[config.mk]
export PLATFORM = sky130hd
export DESIGN_NAME = pipeline_stage_memory_flat
export DESIGN_NICKNAME = d
export VERILOG_FILES = /design/src/rtl/pipeline_stage_memory_if.sv /design/src/rtl/pipeline_stage_memory.sv /design/src/flat_wrapper.sv
export SDC_FILE = /design/constraint.sdc
export NUM_CORES = 1
export LEC_CHECK = 0
export CORE_AREA = 2 2 115 117
export CTS_CLUSTER_DIAMETER = 80
export DETAILED_ROUTE_END_ITERATION = 8
export DIE_AREA = 0 0 117 119
export PLACE_DENSITY_LB_ADDON = 0.2
export SLEW_MARGIN = 10
export SYNTH_ARGS = -nofsm -noshare
export SYNTH_HDL_FRONTEND = slang
export SYNTH_SLANG_ARGS = --single-unit
[constraint.sdc]
create_clock -name clock -period 1.5 [get_ports clock]
set_clock_uncertainty 0.05 [all_clocks]
set_input_delay 0.225 -clock clock [delete_from_list [all_inputs] [get_ports clock]]
set_output_delay 0.225 -clock clock [all_outputs]
set_load 0.005 [all_outputs]
[src/rtl/pipeline_stage_memory_if.sv]
// Data-memory req/ack bus between the memory pipeline stage (master) and the data memory (slave).
// Request-side signals are held stable from request until the ack is sampled.
interface pipeline_stage_memory_if #(
    parameter int DATA_WIDTH = 32
);
    logic                      memReq;
    logic                      memWrite;
    logic [DATA_WIDTH-1:0]     memAddr;
    logic [DATA_WIDTH-1:0]     memWdata;
    logic [DATA_WIDTH/8-1:0]   memWstrb;
    logic [DATA_WIDTH-1:0]     memRdata;
    logic                      memAck;

    modport master (
        output memReq,
        output memWrite,
        output memAddr,
        output memWdata,
        output memWstrb,
        input  memRdata,
        input  memAck
    );

    modport slave (
        input  memReq,
        input  memWrite,
        input  memAddr,
        input  memWdata,
        input  memWstrb,
        output memRdata,
        output memAck
    );
endinterface

[src/rtl/pipeline_stage_memory.sv]
// Memory pipeline stage: performs loads/stores over a req/ack bus and registers the write-back result.
// Upstream is stalled while an access is outstanding; the ex* inputs are held stable during a stall.
module pipeline_stage_memory #(
    parameter int DATA_WIDTH   = 32,
    parameter int REG_ID_WIDTH = 5
) (
    input  logic                      clock,
    input  logic                      reset,
    input  logic                      exBubbled,
    input  logic                      exRegWriteEnabled,
    input  logic [REG_ID_WIDTH-1:0]   exRegWriteId,
    input  logic                      exRegDataWriteReady,
    input  logic [DATA_WIDTH-1:0]     exRegDataWrite,
    input  logic [DATA_WIDTH-1:0]     exAluResult,
    input  logic [DATA_WIDTH-1:0]     exStoreData,
    input  logic                      exMemRead,
    input  logic                      exMemWrite,
    input  logic [1:0]                exMemSize,
    input  logic                      exLoadSigned,
    pipeline_stage_memory_if.master   memBus,
    output logic                      stallFromMemory,
    output logic                      misalignedError,
    output logic                      wbBubbled,
    output logic                      wbRegWriteEnabled,
    output logic [REG_ID_WIDTH-1:0]   wbRegWriteId,
    output logic [DATA_WIDTH-1:0]     wbRegData,
    output logic [REG_ID_WIDTH-1:0]   fwdRegisterId,
    output logic                      fwdDataReady,
    output logic [DATA_WIDTH-1:0]     fwdData
);

    typedef enum logic [0:0] {
        IDLE   = 1'b0,
        ACCESS = 1'b1
    } stateType;

    stateType                  stateReg;
    stateType                  stateNext;

    logic                      memAccess;
    logic                      accessAligned;
    logic                      memOp;
    logic                      misaligned;
    logic                      inAccess;
    logic [DATA_WIDTH-1:0]     passData;

    logic                      wbBubbledNext;
    logic                      wbRegWriteEnabledNext;
    logic [REG_ID_WIDTH-1:0]   wbRegWriteIdNext;
    logic [DATA_WIDTH-1:0]     wbRegDataNext;
    logic                      misalignedErrorNext;

    // Size encoding 3 is illegal and behaves as a word access everywhere below.
    function automatic logic isAligned(input logic [1:0] size, input logic [1:0] addrLow);
        logic result;
        case (size)
            2'd0:    result = 1'b1;
            2'd1:    result = (addrLow[0] == 1'b0);
            default: result = (addrLow == 2'b00);
        endcase
        return result;
    endfunction

    function automatic logic [3:0] storeStrobe(input logic [1:0] size, input logic [1:0] addrLow);
        logic [3:0] result;
        case (size)
            2'd0:    result = 4'b0001 << addrLow;
            2'd1:    result = 4'b0011 << addrLow;
            default: result = 4'b1111;
        endcase
        return result;
    endfunction

    function automatic logic [31:0] storeLanes(input logic [1:0] size, input logic [31:0] data);
        logic [31:0] result;
        case (size)
            2'd0:    result = {4{data[7:0]}};
            2'd1:    result = {2{data[15:0]}};
            default: result = data;
        endcase
        return result;
    endfunction

    function automatic logic [31:0] loadExtract(input logic [1:0]  size,
                                                input logic        signExtend,
                                                input logic [1:0]  addrLow,
                                                input logic [31:0] rdata);
        logic [7:0]  byteVal;
        logic [15:0] halfVal;
        logic [31:0] result;
        byteVal = rdata[{addrLow, 3'b000} +: 8];
        halfVal = addrLow[1] ? rdata[31:16] : rdata[15:0];
        case (size)
            2'd0:    result = signExtend ? {{24{byteVal[7]}}, byteVal} : {24'd0, byteVal};
            2'd1:    result = signExtend ? {{16{halfVal[15]}}, halfVal} : {16'd0, halfVal};
            default: result = rdata;
        endcase
        return result;
    endfunction

    // Classify the presented instruction.
    always_comb begin
        memAccess     = !exBubbled && (exMemRead || exMemWrite);
        accessAligned = isAligned(exMemSize, exAluResult[1:0]);
        memOp         = memAccess && accessAligned;
        misaligned    = memAccess && !accessAligned;
        inAccess      = (stateReg == ACCESS);
        passData      = exRegDataWriteReady ? exRegDataWrite : exAluResult;
    end

    // Bus outputs come only from the state register and the held ex* inputs.
    always_comb begin
        memBus.memReq   = 1'b0;
        memBus.memWrite = 1'b0;
        memBus.memAddr  = {exAluResult[DATA_WIDTH-1:2], 2'b00};
        memBus.memWdata = storeLanes(exMemSize, exStoreData);
        memBus.memWstrb = 4'b0000;
        if (inAccess) begin
            memBus.memReq   = 1'b1;
            memBus.memWrite = exMemWrite;
            memBus.memWstrb = exMemWrite ? storeStrobe(exMemSize, exAluResult[1:0]) : 4'b0000;
        end else begin
            memBus.memReq   = 1'b0;
            memBus.memWrite = 1'b0;
            memBus.memWstrb = 4'b0000;
        end
    end

    // Next state and upstream stall.
    always_comb begin
        stateNext       = stateReg;
        stallFromMemory = 1'b0;
        case (stateReg)
            IDLE: begin
                if (memOp) begin
                    stateNext       = ACCESS;
                    stallFromMemory = 1'b1;
                end else begin
                    stateNext       = IDLE;
                    stallFromMemory = 1'b0;
                end
            end
            ACCESS: begin
                if (memBus.memAck) begin
                    stateNext       = IDLE;
                    stallFromMemory = 1'b0;
                end else begin
                    stateNext       = ACCESS;
                    stallFromMemory = 1'b1;
                end
            end
            default: begin
                stateNext       = IDLE;
                stallFromMemory = 1'b0;
            end
        endcase
    end

    // Write-back result; stalled cycles register a bubble so no instruction is seen twice.
    always_comb begin
        wbBubbledNext         = 1'b1;
        wbRegWriteEnabledNext = 1'b0;
        wbRegWriteIdNext      = {REG_ID_WIDTH{1'b0}};
        wbRegDataNext         = {DATA_WIDTH{1'b0}};
        misalignedErrorNext   = (stateReg == IDLE) && misaligned;
        if (stallFromMemory) begin
            wbBubbledNext = 1'b1;
        end else if (inAccess) begin
            wbBubbledNext         = 1'b0;
            wbRegWriteEnabledNext = exRegWriteEnabled;
            wbRegWriteIdNext      = exRegWriteId;
            wbRegDataNext         = exMemRead
                                  ? loadExtract(exMemSize, exLoadSigned, exAluResult[1:0], memBus.memRdata)
                                  : passData;
        end else if (exBubbled || misaligned) begin
            wbBubbledNext = 1'b1;
        end else begin
            wbBubbledNext         = 1'b0;
            wbRegWriteEnabledNext = exRegWriteEnabled;
            wbRegWriteIdNext      = exRegWriteId;
            wbRegDataNext         = passData;
        end
    end

    // State register.
    always_ff @(posedge clock or negedge reset) begin
        if (!reset) begin
            stateReg <= IDLE;
        end else begin
            stateReg <= stateNext;
        end
    end

    // Write-back and error registers.
    always_ff @(posedge clock or negedge reset) begin
        if (!reset) begin
            wbBubbled         <= 1'b1;
            wbRegWriteEnabled <= 1'b0;
            wbRegWriteId      <= {REG_ID_WIDTH{1'b0}};
            wbRegData         <= {DATA_WIDTH{1'b0}};
            misalignedError   <= 1'b0;
        end else begin
            wbBubbled         <= wbBubbledNext;
            wbRegWriteEnabled <= wbRegWriteEnabledNext;
            wbRegWriteId      <= wbRegWriteIdNext;
            wbRegData         <= wbRegDataNext;
            misalignedError   <= misalignedErrorNext;
        end
    end

    // Forwarding view of the registered result; this stage's results are always final.
    always_comb begin
        fwdDataReady = 1'b1;
        if (wbBubbled || !wbRegWriteEnabled) begin
            fwdRegisterId = {REG_ID_WIDTH{1'b0}};
            fwdData       = {DATA_WIDTH{1'b0}};
        end else begin
            fwdRegisterId = wbRegWriteId;
            fwdData       = wbRegData;
        end
    end

endmodule

[src/flat_wrapper.sv]
// flat-port wrapper written by rule: the top's interface ports become plain ports
module pipeline_stage_memory_flat 
#(
    parameter int DATA_WIDTH   = 32,
    parameter int REG_ID_WIDTH = 5
)
  (clock, reset, exBubbled, exRegWriteEnabled, exRegWriteId, exRegDataWriteReady, exRegDataWrite, exAluResult, exStoreData, exMemRead, exMemWrite, exMemSize, exLoadSigned, stallFromMemory, misalignedError, wbBubbled, wbRegWriteEnabled, wbRegWriteId, wbRegData, fwdRegisterId, fwdDataReady, fwdData, memBus_memReq, memBus_memWrite, memBus_memAddr, memBus_memWdata, memBus_memWstrb, memBus_memRdata, memBus_memAck);
  pipeline_stage_memory_if #(.DATA_WIDTH(DATA_WIDTH)) memBus_i ();
  input  logic clock;
  input  logic reset;
  input  logic exBubbled;
  input  logic exRegWriteEnabled;
  input  logic [REG_ID_WIDTH-1:0] exRegWriteId;
  input  logic exRegDataWriteReady;
  input  logic [DATA_WIDTH-1:0] exRegDataWrite;
  input  logic [DATA_WIDTH-1:0] exAluResult;
  input  logic [DATA_WIDTH-1:0] exStoreData;
  input  logic exMemRead;
  input  logic exMemWrite;
  input  logic [1:0] exMemSize;
  input  logic exLoadSigned;
  output logic stallFromMemory;
  output logic misalignedError;
  output logic wbBubbled;
  output logic wbRegWriteEnabled;
  output logic [REG_ID_WIDTH-1:0] wbRegWriteId;
  output logic [DATA_WIDTH-1:0] wbRegData;
  output logic [REG_ID_WIDTH-1:0] fwdRegisterId;
  output logic fwdDataReady;
  output logic [DATA_WIDTH-1:0] fwdData;
  output wire logic [$bits(memBus_i.memReq)-1:0] memBus_memReq;
  output wire logic [$bits(memBus_i.memWrite)-1:0] memBus_memWrite;
  output wire logic [$bits(memBus_i.memAddr)-1:0] memBus_memAddr;
  output wire logic [$bits(memBus_i.memWdata)-1:0] memBus_memWdata;
  output wire logic [$bits(memBus_i.memWstrb)-1:0] memBus_memWstrb;
  input wire logic [$bits(memBus_i.memRdata)-1:0] memBus_memRdata;
  input wire logic [$bits(memBus_i.memAck)-1:0] memBus_memAck;
  assign memBus_memReq = memBus_i.memReq;
  assign memBus_memWrite = memBus_i.memWrite;
  assign memBus_memAddr = memBus_i.memAddr;
  assign memBus_memWdata = memBus_i.memWdata;
  assign memBus_memWstrb = memBus_i.memWstrb;
  assign memBus_i.memRdata = memBus_memRdata;
  assign memBus_i.memAck = memBus_memAck;
  pipeline_stage_memory #(.DATA_WIDTH(DATA_WIDTH), .REG_ID_WIDTH(REG_ID_WIDTH)) u_core (.clock(clock), .reset(reset), .exBubbled(exBubbled), .exRegWriteEnabled(exRegWriteEnabled), .exRegWriteId(exRegWriteId), .exRegDataWriteReady(exRegDataWriteReady), .exRegDataWrite(exRegDataWrite), .exAluResult(exAluResult), .exStoreData(exStoreData), .exMemRead(exMemRead), .exMemWrite(exMemWrite), .exMemSize(exMemSize), .exLoadSigned(exLoadSigned), .memBus(memBus_i), .stallFromMemory(stallFromMemory), .misalignedError(misalignedError), .wbBubbled(wbBubbled), .wbRegWriteEnabled(wbRegWriteEnabled), .wbRegWriteId(wbRegWriteId), .wbRegData(wbRegData), .fwdRegisterId(fwdRegisterId), .fwdDataReady(fwdDataReady), .fwdData(fwdData));
endmodule
* Yosys cells after proc, flatten, opt, wreduce, memory -nomap -nowiden
Index checks and enable logic that the tools add are counted.
** Storage, ports and cells
- Flip-flop bits (word level) :: 41
- Bits of input ports :: 144
- Output and inout bits :: 149
- Logic and storage cells :: 54
** Cells by class
- Eq/ne operators :: 1
- Shift operators :: 3
- Muxes and demuxes :: 30
- Bitwise gates (word level) :: 2
- Reductions and logical operators :: 12
** Operators by type and width (count)
- 32-bit 2-to-1 mux :: 8
- 32-bit one-hot mux with 2 select lines :: 2
- 32-bit by 6-bit indexed part select with 8-bit output :: 1
- 5-bit 2-to-1 mux :: 4
- 16-bit 2-to-1 mux :: 1
- 1-bit 2-to-1 mux :: 10
- 4-bit 2-to-1 mux :: 2
- 4-bit one-hot mux with 2 select lines :: 1
- 1-bit logical AND :: 4
- 2-bit logical NOT :: 2
- 1-bit one-hot mux with 2 select lines :: 2
- 1-bit by 2-bit << shifter with 4-bit output, first input constant :: 1
- 2-bit by 2-bit << shifter with 4-bit output, first input constant :: 1
- 1-bit logical NOT :: 3
- 1-bit logical OR :: 3
- 2-bit by 1-bit equality test with 1-bit output, second input constant :: 1
- 1-bit inverter :: 2

* Longest topological paths before layout
Gate-level depths: netlist of the first run.
- Depth in word-level cells :: 8
- Gate-level depth with buffers :: 7
- Gate-level depth less buffers :: 4

* Least setup slack after synthesis of the first run
Ideal clock, no wire load.
- Path kind :: reg2reg
- From :: register u_core.stateReg (netlist: u_core.inAccess)
- To :: register u_core.wbRegData[24]
- Library setup time :: 0.080 ns
- Data arrival time :: 1.420 ns
- Data required time :: 1.370 ns
- Setup slack :: -0.050 ns
- Stages on the path, launching flop included :: 8
- Path buffers :: 3
- Cells stage by stage :: dfrtp_1 > buf_2 > nor4_2 > a21oi_2 > or2_1 > buf_6 > buf_6 > o211ai_2
** On the way
- Longest elaborated chain between the ends :: 3
- Elaborated cells between the ends (all ways) :: 4
** RTL lines
- start: declaration :: line pipeline_stage_memory.sv:37 : stateType stateReg;
- start signal: assignment :: line pipeline_stage_memory.sv:190 : stateReg <= stateNext;
- 1-bit inverter :: line pipeline_stage_memory.sv:133 : case (stateReg)
- 1-bit one-hot mux with 2 select lines :: line pipeline_stage_memory.sv:133
- 32-bit 2-to-1 mux * :: line pipeline_stage_memory.sv:166 : if (stallFromMemory) begin
- net u_core.wbRegDataNext[24] :: line pipeline_stage_memory.sv:50 : logic [DATA_WIDTH-1:0] wbRegDataNext;
- end signal: assignment :: line pipeline_stage_memory.sv:200 : wbRegData <= {DATA_WIDTH{1'b0}};
- end signal: assignment :: line pipeline_stage_memory.sv:206 : wbRegData <= wbRegDataNext;
- end: declaration :: line pipeline_stage_memory.sv:26 : output logic [DATA_WIDTH-1:0] wbRegData,
Mark *: on every way through the listed nets, which the timed path passes. The rest lies on a longest branch.

* Final worst setup path of the first run
- From :: register u_core.wbBubbled
- To :: output fwdData[28]
** On the way
- Longest elaborated chain between the ends :: 2
** RTL lines
- start: declaration :: line pipeline_stage_memory.sv:23 : output logic wbBubbled,
- start signal: assignment :: line pipeline_stage_memory.sv:203 : wbBubbled <= wbBubbledNext;
- 1-bit logical OR :: line pipeline_stage_memory.sv:214 : if (wbBubbled || !wbRegWriteEnabled) begin
- 32-bit 2-to-1 mux :: line pipeline_stage_memory.sv:214
- end: declaration :: line flat_wrapper.sv:30 : output logic [DATA_WIDTH-1:0] fwdData;
Every way passes these cells.

==> results of run 1 <==
[layout by cell type (no fill, tap or decap), drive strengths merged, types with 4 or more instances in the layout]
master	Yosys	routed
buf	59	151
a21oi	19	19
nor2	15	15
nand3	4	4
o21ai	11	11
a22oi	5	5
dfrtp	40	40
and2	39	39
dlymetal6s2s	0	14
clkdlybuf4s15	0	8
mux2i	48	48
dlygate4sd2	0	35
clkbuf	12	14
mux2	18	18
o31ai	5	5
a221oi	4	4
o22ai	4	4
inv	5	6
nor2b	8	10
nand2	30	30
clkdlybuf4s50	0	174
nand2b	5	5
o211ai	16	16
[cell families after synthesis]
logic type	after synthesis	synth area share (%)
multiplexers	69	21.5
AND/OR/NAND/NOR	116	17.9
AO/OA/AOI/OAI	83	17.4
flip-flops	41	29.2
buffers and inverters	76	13.7
other	2	0.214
[state kept, by name, summed over array words and instances (netlist names)]
name,count
u_core.wbRegWriteId,5
u_core.inAccess,1
u_core.wbRegWriteEnabled,1
u_core.wbRegData,32
u_core.misalignedError,1
u_core.wbBubbled,1
[per-layer routing]
layer,part of all wire (%),track usage [%],vias to the layer above
met5,0,0,-
met4,1.8,5.22,0
met3,7.5,4.43,20
met2,54,43.4,207
met1,37,23.0,2011
li1,-,-,2001
[report_power, final]
group / internal, uW / leakage (uW) / switching, uW / total (uW)
Sequential: 1200 / 0.000550 / 56.9 / 1260
Combinational: 1160 / 0.00296 / 716 / 1880
Clock: 959 / 0.0000944 / 446 / 1410
Total: 3320 / 0.00360 / 1220 / 4540
[layout make-up]
type | count | area (um^2) | area share (%)
sequential | 41 | 1030 | 13.6
tap | 176 | 220 | 2.91
clock buffer | 5 | 125 | 1.65
clock inverter | 3 | 68.8 | 0.909
inverter | 5 | 21.3 | 0.281
timing repair buffer | 393 | 3810 | 50.3
multi-input combinational | 273 | 2300 | 30.4
[worst register-to-register path: stages, from the launching register on]
cell and delay (ns):
dfrtp_1 0.40, buf_6 0.13, buf_6 0.12, nor4_4 0.13
a21oi_2 0.07, or2_4 0.30, buf_12 0.16, o211ai_1 0.18
[through the flow]
stage	cell area [um^2]	cells	power, uW	setup slack [ns]
floorplan	3540	388	1860	0.000963
global placement	6770	855	2910	-0.740
detailed placement	6770	855	2930	-0.788
CTS	7340	893	4510	-0.271
global route	7570	896	4740	-0.199
finish	7570	896	4540	-0.163
[worst paths after layout]
path                       cells past startpoint                             end                  startpoint  slack [ns]
min reg2reg                                    3       u_core.inAccess$_DFF_PN0_   u_core.inAccess$_DFF_PN0_        0.61
min                                            2       u_core.inAccess$_DFF_PN0_                   exBubbled        0.29
max                                            5                     fwdData[28]  u_core.wbBubbled$_DFF_PN1_       -0.16
max in group asynchronous                      3  u_core.wbRegData[25]$_DFF_PN0_                       reset        0.52
min in group asynchronous                      2   u_core.wbRegData[0]$_DFF_PN0_                       reset        0.33
max reg2reg                                    7  u_core.wbRegData[23]$_DFF_PN0_   u_core.inAccess$_DFF_PN0_       -0.13
[what timing repair did]
item | in CTS | in global routing
hold buffers | 1 | 0
endpoints found under the setup margin | 120 | 108
endpoints found under the hold margin | 13 | 0
pin swaps | 37 | 18
setup buffers | 27 | 5
gates cloned | 4 | 1
gates resized for setup | 336 | 88
==> results.md, run 1 <==
- Status: finished, violations left
- Failing checks: setup timing
- Area Overhead vs Synth: 115%
- CP Buf/Inv Count: 3
- Critical Path AT: 1.39 ns
- Wire length of the first global-routing pass: 23400 um
- WP data required: 1.22 ns
- Vias in the first global route: 4513
- FMAX: 601 MHz
- PnR worst setup slack: -0.163 ns
- CTS sink cnt: 41
- RD Place Congestion: 0.818
- Synthesized instance count: 387
- Top cell type's share of synthesized area: 28.5%
- Core Rows: 42
- Fin util: 58.8%
- DIE HEIGHT: 119 um
- GRT overflow: 0
- DIE AREA: 13900 um^2
- Max stage delay on crit path: 0.55 ns
- ANT nets after route: 0
- Tcrit/Tclk final: 111%
- 1st-iter DRT viols: 107
- Most frequent cells after synthesis: 48 x mux2i_1, 42 x buf_4, 40 x dfrtp_1, 39 x and2_1, 30 x nand2_1
- CTS tree: done
- I/O pin count: 293
- CTS Buffer Depth: 2
- Synth cell types: 52
- WS Path Type: reg -> out
- Clock transition at the registers of the reported paths: 0.06 ns
- WL per Instance: 18.2 um
- Clk Tree Root Cell: clkbuf_16
- DRC: 0
- Largest net degree at the start of global routing: 24
- Die X-Extent: 117 um
- Dominant cell type by area after synthesis: dfrtp_1
- CP most frequent cell: buf_6
- Routed Wire Length: 16300 um
- Post-Syn Area: 3510 um^2
- HPWL reported at the end of detailed placement: 12700 um
- Final setup TNS: -7.02 ns
- Top_reg_cell synth: dfrtp_1
- RSZ-0062 raised after global routing: true
- Flops & latches, synth: 41
- Worst Hold Class: in -> reg
- CP max stage cell: dfstp_2
- Ys async rst share: 100%
- Max Cap Viol: 0
- Setup crit end kind: output port
- Area contributors post-synth: dfrtp_1 28%, mux2i_1 14%, buf_4 9.0%, and2_1 6.9%, mux2_2 5.8%
- Avg Cell Area, Syn: 9.08 um^2
- Post-synth EDFFs: 0
- Via count: 4239
- CTS Buf Count: 5
- Drt pass-1 iters: 5
- Cell area power density: 599 nW/um^2
- Avg Vias per Cell: 4.73
- Leak: 0.00360 uW
- Crit Path Max Fanout: 6
- Fin. Hold Viols: 0
- CP startpoint kind: register
- Most frequent cell after synthesis: mux2i_1
- Clk_lat worst skew: 0.28 ns
- VDD IR max: 0.441 mV
- Filler cell count: 1123
- Hold slack final: 0.291 ns
- Final nets: 863
- Total GRT Usage: 21.9%
- Final Max Tran Viols: 0
- Core area: 12900 um^2
- Final setup fails: 75
- Sequential share of the synthesized area: 29.2%
- # diodes: 0
- Initial antenna violation count: 0
- Yosys warns: 0
- CP cell instances: buf_6 > nor2b_4 > buf_6 > and2_4 > buf_6
- Fraction of layout instances using a drive strength above 1: 36.0%
- Initial Utilization: 27.3%
- Final min period: 1.66 ns
- H-tree Lvls: 2
- Buffers added on ports: 289
- Cell family with most CP delay: flip-flops
Note: power is estimated with default switching activity, not from simulation.
==> run 2, diff against run 1 <==
Settings changed: CORE_AREA 2 2 115 117 to unset, CORE_ASPECT_RATIO set to 0.7, CORE_UTILIZATION set to 30, DIE_AREA 0 0 117 119 to unset, SKIP_CTS_REPAIR_TIMING set to 1.
==> results.md, run 2 (synthesis gave the netlist of run 1 again) <==
- Final Max Tran Viols: 0 (unchanged)
- Worst Hold Class: in -> reg
- CTS Buffer Depth: 2 (unchanged)
- Stages on the worst setup path: 6 (+1)
- Reg power frac: 29.8% (+2.1 points)
- WP data required: 1.22 ns (about the same)
- CP cell instances: nor2b_4 > buf_12 > buf_4 > clkbuf_16 > and2_1 > clkbuf_2
- Worst R2R Setup Slack: -0.23 ns (-0.10 ns)
- Filler cell count: 850 (-24%)
- WS Path Type: reg -> out
- Switching Share: 29.4% (+2.5 points)
- CP max stage cell: dfstp_2
- Logic pwr share: 43.6% (+2.3 points)
- Final setup fails: 69 (-8.0%)
- Initial Utilization: 31.4% (+4.1 points)
- Cell internal pwr: 3010 uW (-9.3%)
- VDD IR max: 0.395 mV (-11%)
- Final setup TNS: -13.07 ns (-6.05 ns)
- Largest net degree at the start of global routing: 38 (+58%)
- H-tree Lvls: 2 (unchanged)
- Most frequent cells in the layout: 176 x clkdlybuf4s50_1, 82 x dlymetal6s2s_1, 51 x buf_4, 48 x mux2i_1, 39 x dfrtp_1
- Status: finished, violations left
- CP startpoint kind: register
- Total GRT Usage: 22.9% (+0.97 points)
- Core area: 11200 um^2 (-13%)
- Wire length of the first global-routing pass: 21600 um (-7.7%)
- Routed Wire Length: 16600 um (+1.9%)
- DIE HEIGHT: 92.6 um (-22%)
- Reg area: 1030 um^2 (+0.12%)
- CP Buf/Inv Count: 4 (+1)
- Critical Path AT: 1.57 ns (+0.18 ns)
- Clock transition at the registers of the reported paths: 0.07 ns (about the same)
- Multi-input gate area: 2320 um^2 (+0.71%)
- Setup crit end kind: output port
- WL per Instance: 19.4 um (+6.6%)
- PnR worst setup slack: -0.340 ns (-0.177 ns)
- FMAX: 543 MHz (-9.6%)
- Cell family with most CP delay: flip-flops
- Fraction of layout instances using a drive strength above 1: 30.9% (-5.1 points)
- Reg2reg end: u_core.wbRegData[20]$_DFF_PN0_
- RSZ-0062 raised after global routing: true
- Final Cell Area: 7720 um^2 (+2.0%)
- Vias in the first global route: 3986 (-12%)
- Leak: 0.00421 uW (+17%)
- Avg Vias per Cell: 4.89 (+3.4%)
- Clk Tree Root Cell: clkbuf_16
- CTS sink cnt: 41 (unchanged)
- GRT overflow: 0 (unchanged)
- FF-to-FF path depth: 7 (unchanged)
- R2R Path Start: u_core.inAccess$_DFF_PN0_
- Max reg flops: 32 (unchanged)
- Die X-Extent: 131 um (+12%)
- Final nets: 845 (-2.1%)
- Max stage delay on crit path: 0.55 ns (about the same)
- Buffers added on ports: 289 (unchanged)
- Commonest non-fill, non-tap cell in the layout: clkdlybuf4s50_1
- Cell area power density: 553 nW/um^2 (-7.8%)
- Placed cell areas: 6670 um^2 (-1.4%)
- 1st-iter DRT viols: 177 (+65%)
- Max Cap Viol: 0 (unchanged)
- Drt pass-1 iters: 4 (-1)
- Clk_lat worst skew: 0.29 ns (about the same)
- Clk pwr share: 26.6% (-4.4 points)
- Critical Path Sink: fwdData[26]
- Failing checks: setup timing
- Top reg by flops: u_core.wbRegData
- Worst Setup SP: u_core.wbBubbled$_DFF_PN1_
- Hold slack final: 0.328 ns (+0.0376 ns)
- Final min period: 1.84 ns (+0.177 ns)
- ANT nets after route: 0 (unchanged)
- Fin. Hold Viols: 0 (unchanged)
- CTS Buf Count: 5 (unchanged)
- RD Place Congestion: 0.874 (+6.8%)
- I/O pin count: 293 (unchanged)
- CTS tree: done
- Initial antenna violation count: 1 (+1)
- Via count: 4186 (-1.3%)
- Design Power: 4270 uW (-6.0%)
- Core Rows: 32 (-24%)
- HPWL reported at the end of detailed placement: 11900 um (-6.1%)
- Biggest regs: u_core.wbRegData (32), u_core.wbRegWriteId (5)
- Crit Path Max Fanout: 6 (unchanged)
- Switch Pwr: 1250 uW (+2.8%)
- Area Overhead vs Synth: 120%
- Tcrit/Tclk final: 123% (+12 points)
- DRC: 0 (unchanged)
- DIE AREA: 12200 um^2 (-13%)
[run 2: changes by cell type in the layout (fill, tap and decap cells not counted), moves of 5 or more]
cell / previous run / this run
dlymetal6s2s_1: 14 / 82
dlygate4sd2_1: 35 / 0
buf_2: 24 / 3
buf_6: 49 / 31
buf_4: 65 / 51
clkdlybuf4s15_1: 6 / 0
a22oi_1: 5 / 0
a22oi_2: 0 / 5
clkbuf_16: 5 / 10
o21ai_0: 4 / 9
[run 2: through the flow]
stage / instances / utilization [%] / setup slack [ns]
floorplan: 388 / - / 0.000963
global placement: 820 / 59.5 / -0.767
detailed placement: 820 / 59.5 / -0.838
CTS: 828 / 60.9 / -0.861
global route: 855 / 68.8 / -0.378
finish: 856 / 68.9 / -0.340
[run 2: routing by layer]
layer | up-vias | share of wire [%] | GRT usage, %
li1 | 1963 | - | -
met1 | 1999 | 44 | 30.9
met2 | 203 | 47 | 37.7
met3 | 21 | 7.6 | 5.04
met4 | 0 | 1.1 | 4.36
met5 | - | 0 | 0
[run 2: cell type report]
| class | count | share of cell area (%) |
|---|---|---|
| Antenna cell | 1 | 0.0324 |
| Timing Repair Buffer | 377 | 51.9 |
| Tap cell | 153 | 2.48 |
| Multi-Input combinational cell | 271 | 30.0 |
| Clock buffer | 6 | 1.80 |
| Clock inverter | 2 | 0.178 |
| Sequential cell | 41 | 13.3 |
| Inverter | 5 | 0.243 |
[run 2: worst min path at each step]
stage | from | to | cells past startpoint
finish | exMemSize[0] | u_core.inAccess$_DFF_PN0_ | 4
global route | exMemSize[0] | u_core.misalignedError$_DFF_PN0_ | 4
CTS | reset | u_core.wbRegWriteEnabled$_DFF_PN0_ | 1
detailed placement | reset | u_core.wbRegWriteEnabled$_DFF_PN0_ | 1
global placement | reset | u_core.wbRegWriteEnabled$_DFF_PN0_ | 1
floorplan | reset | u_core.inAccess$_DFF_PN0_ | 0
[run 2: worst register-to-register path, cell delays in order, from the launching register on]
cell and delay [ns]:
dfrtp_2 0.46, buf_6 0.13, buf_8 0.13, nor4_4 0.14
a21oi_2 0.10, or2_4 0.27, buf_12 0.15, o211ai_1 0.19
[run 2: power groups by stage]
stage / Clock, uW / Combinational, uW / Sequential (uW)
after floorplan: 0 / 588 / 1270
after global placement: 0 / 1620 / 1280
after detailed placement: 0 / 1640 / 1280
after CTS: 1160 / 1650 / 1260
after global routing: 1200 / 1970 / 1280
final: 1130 / 1860 / 1270
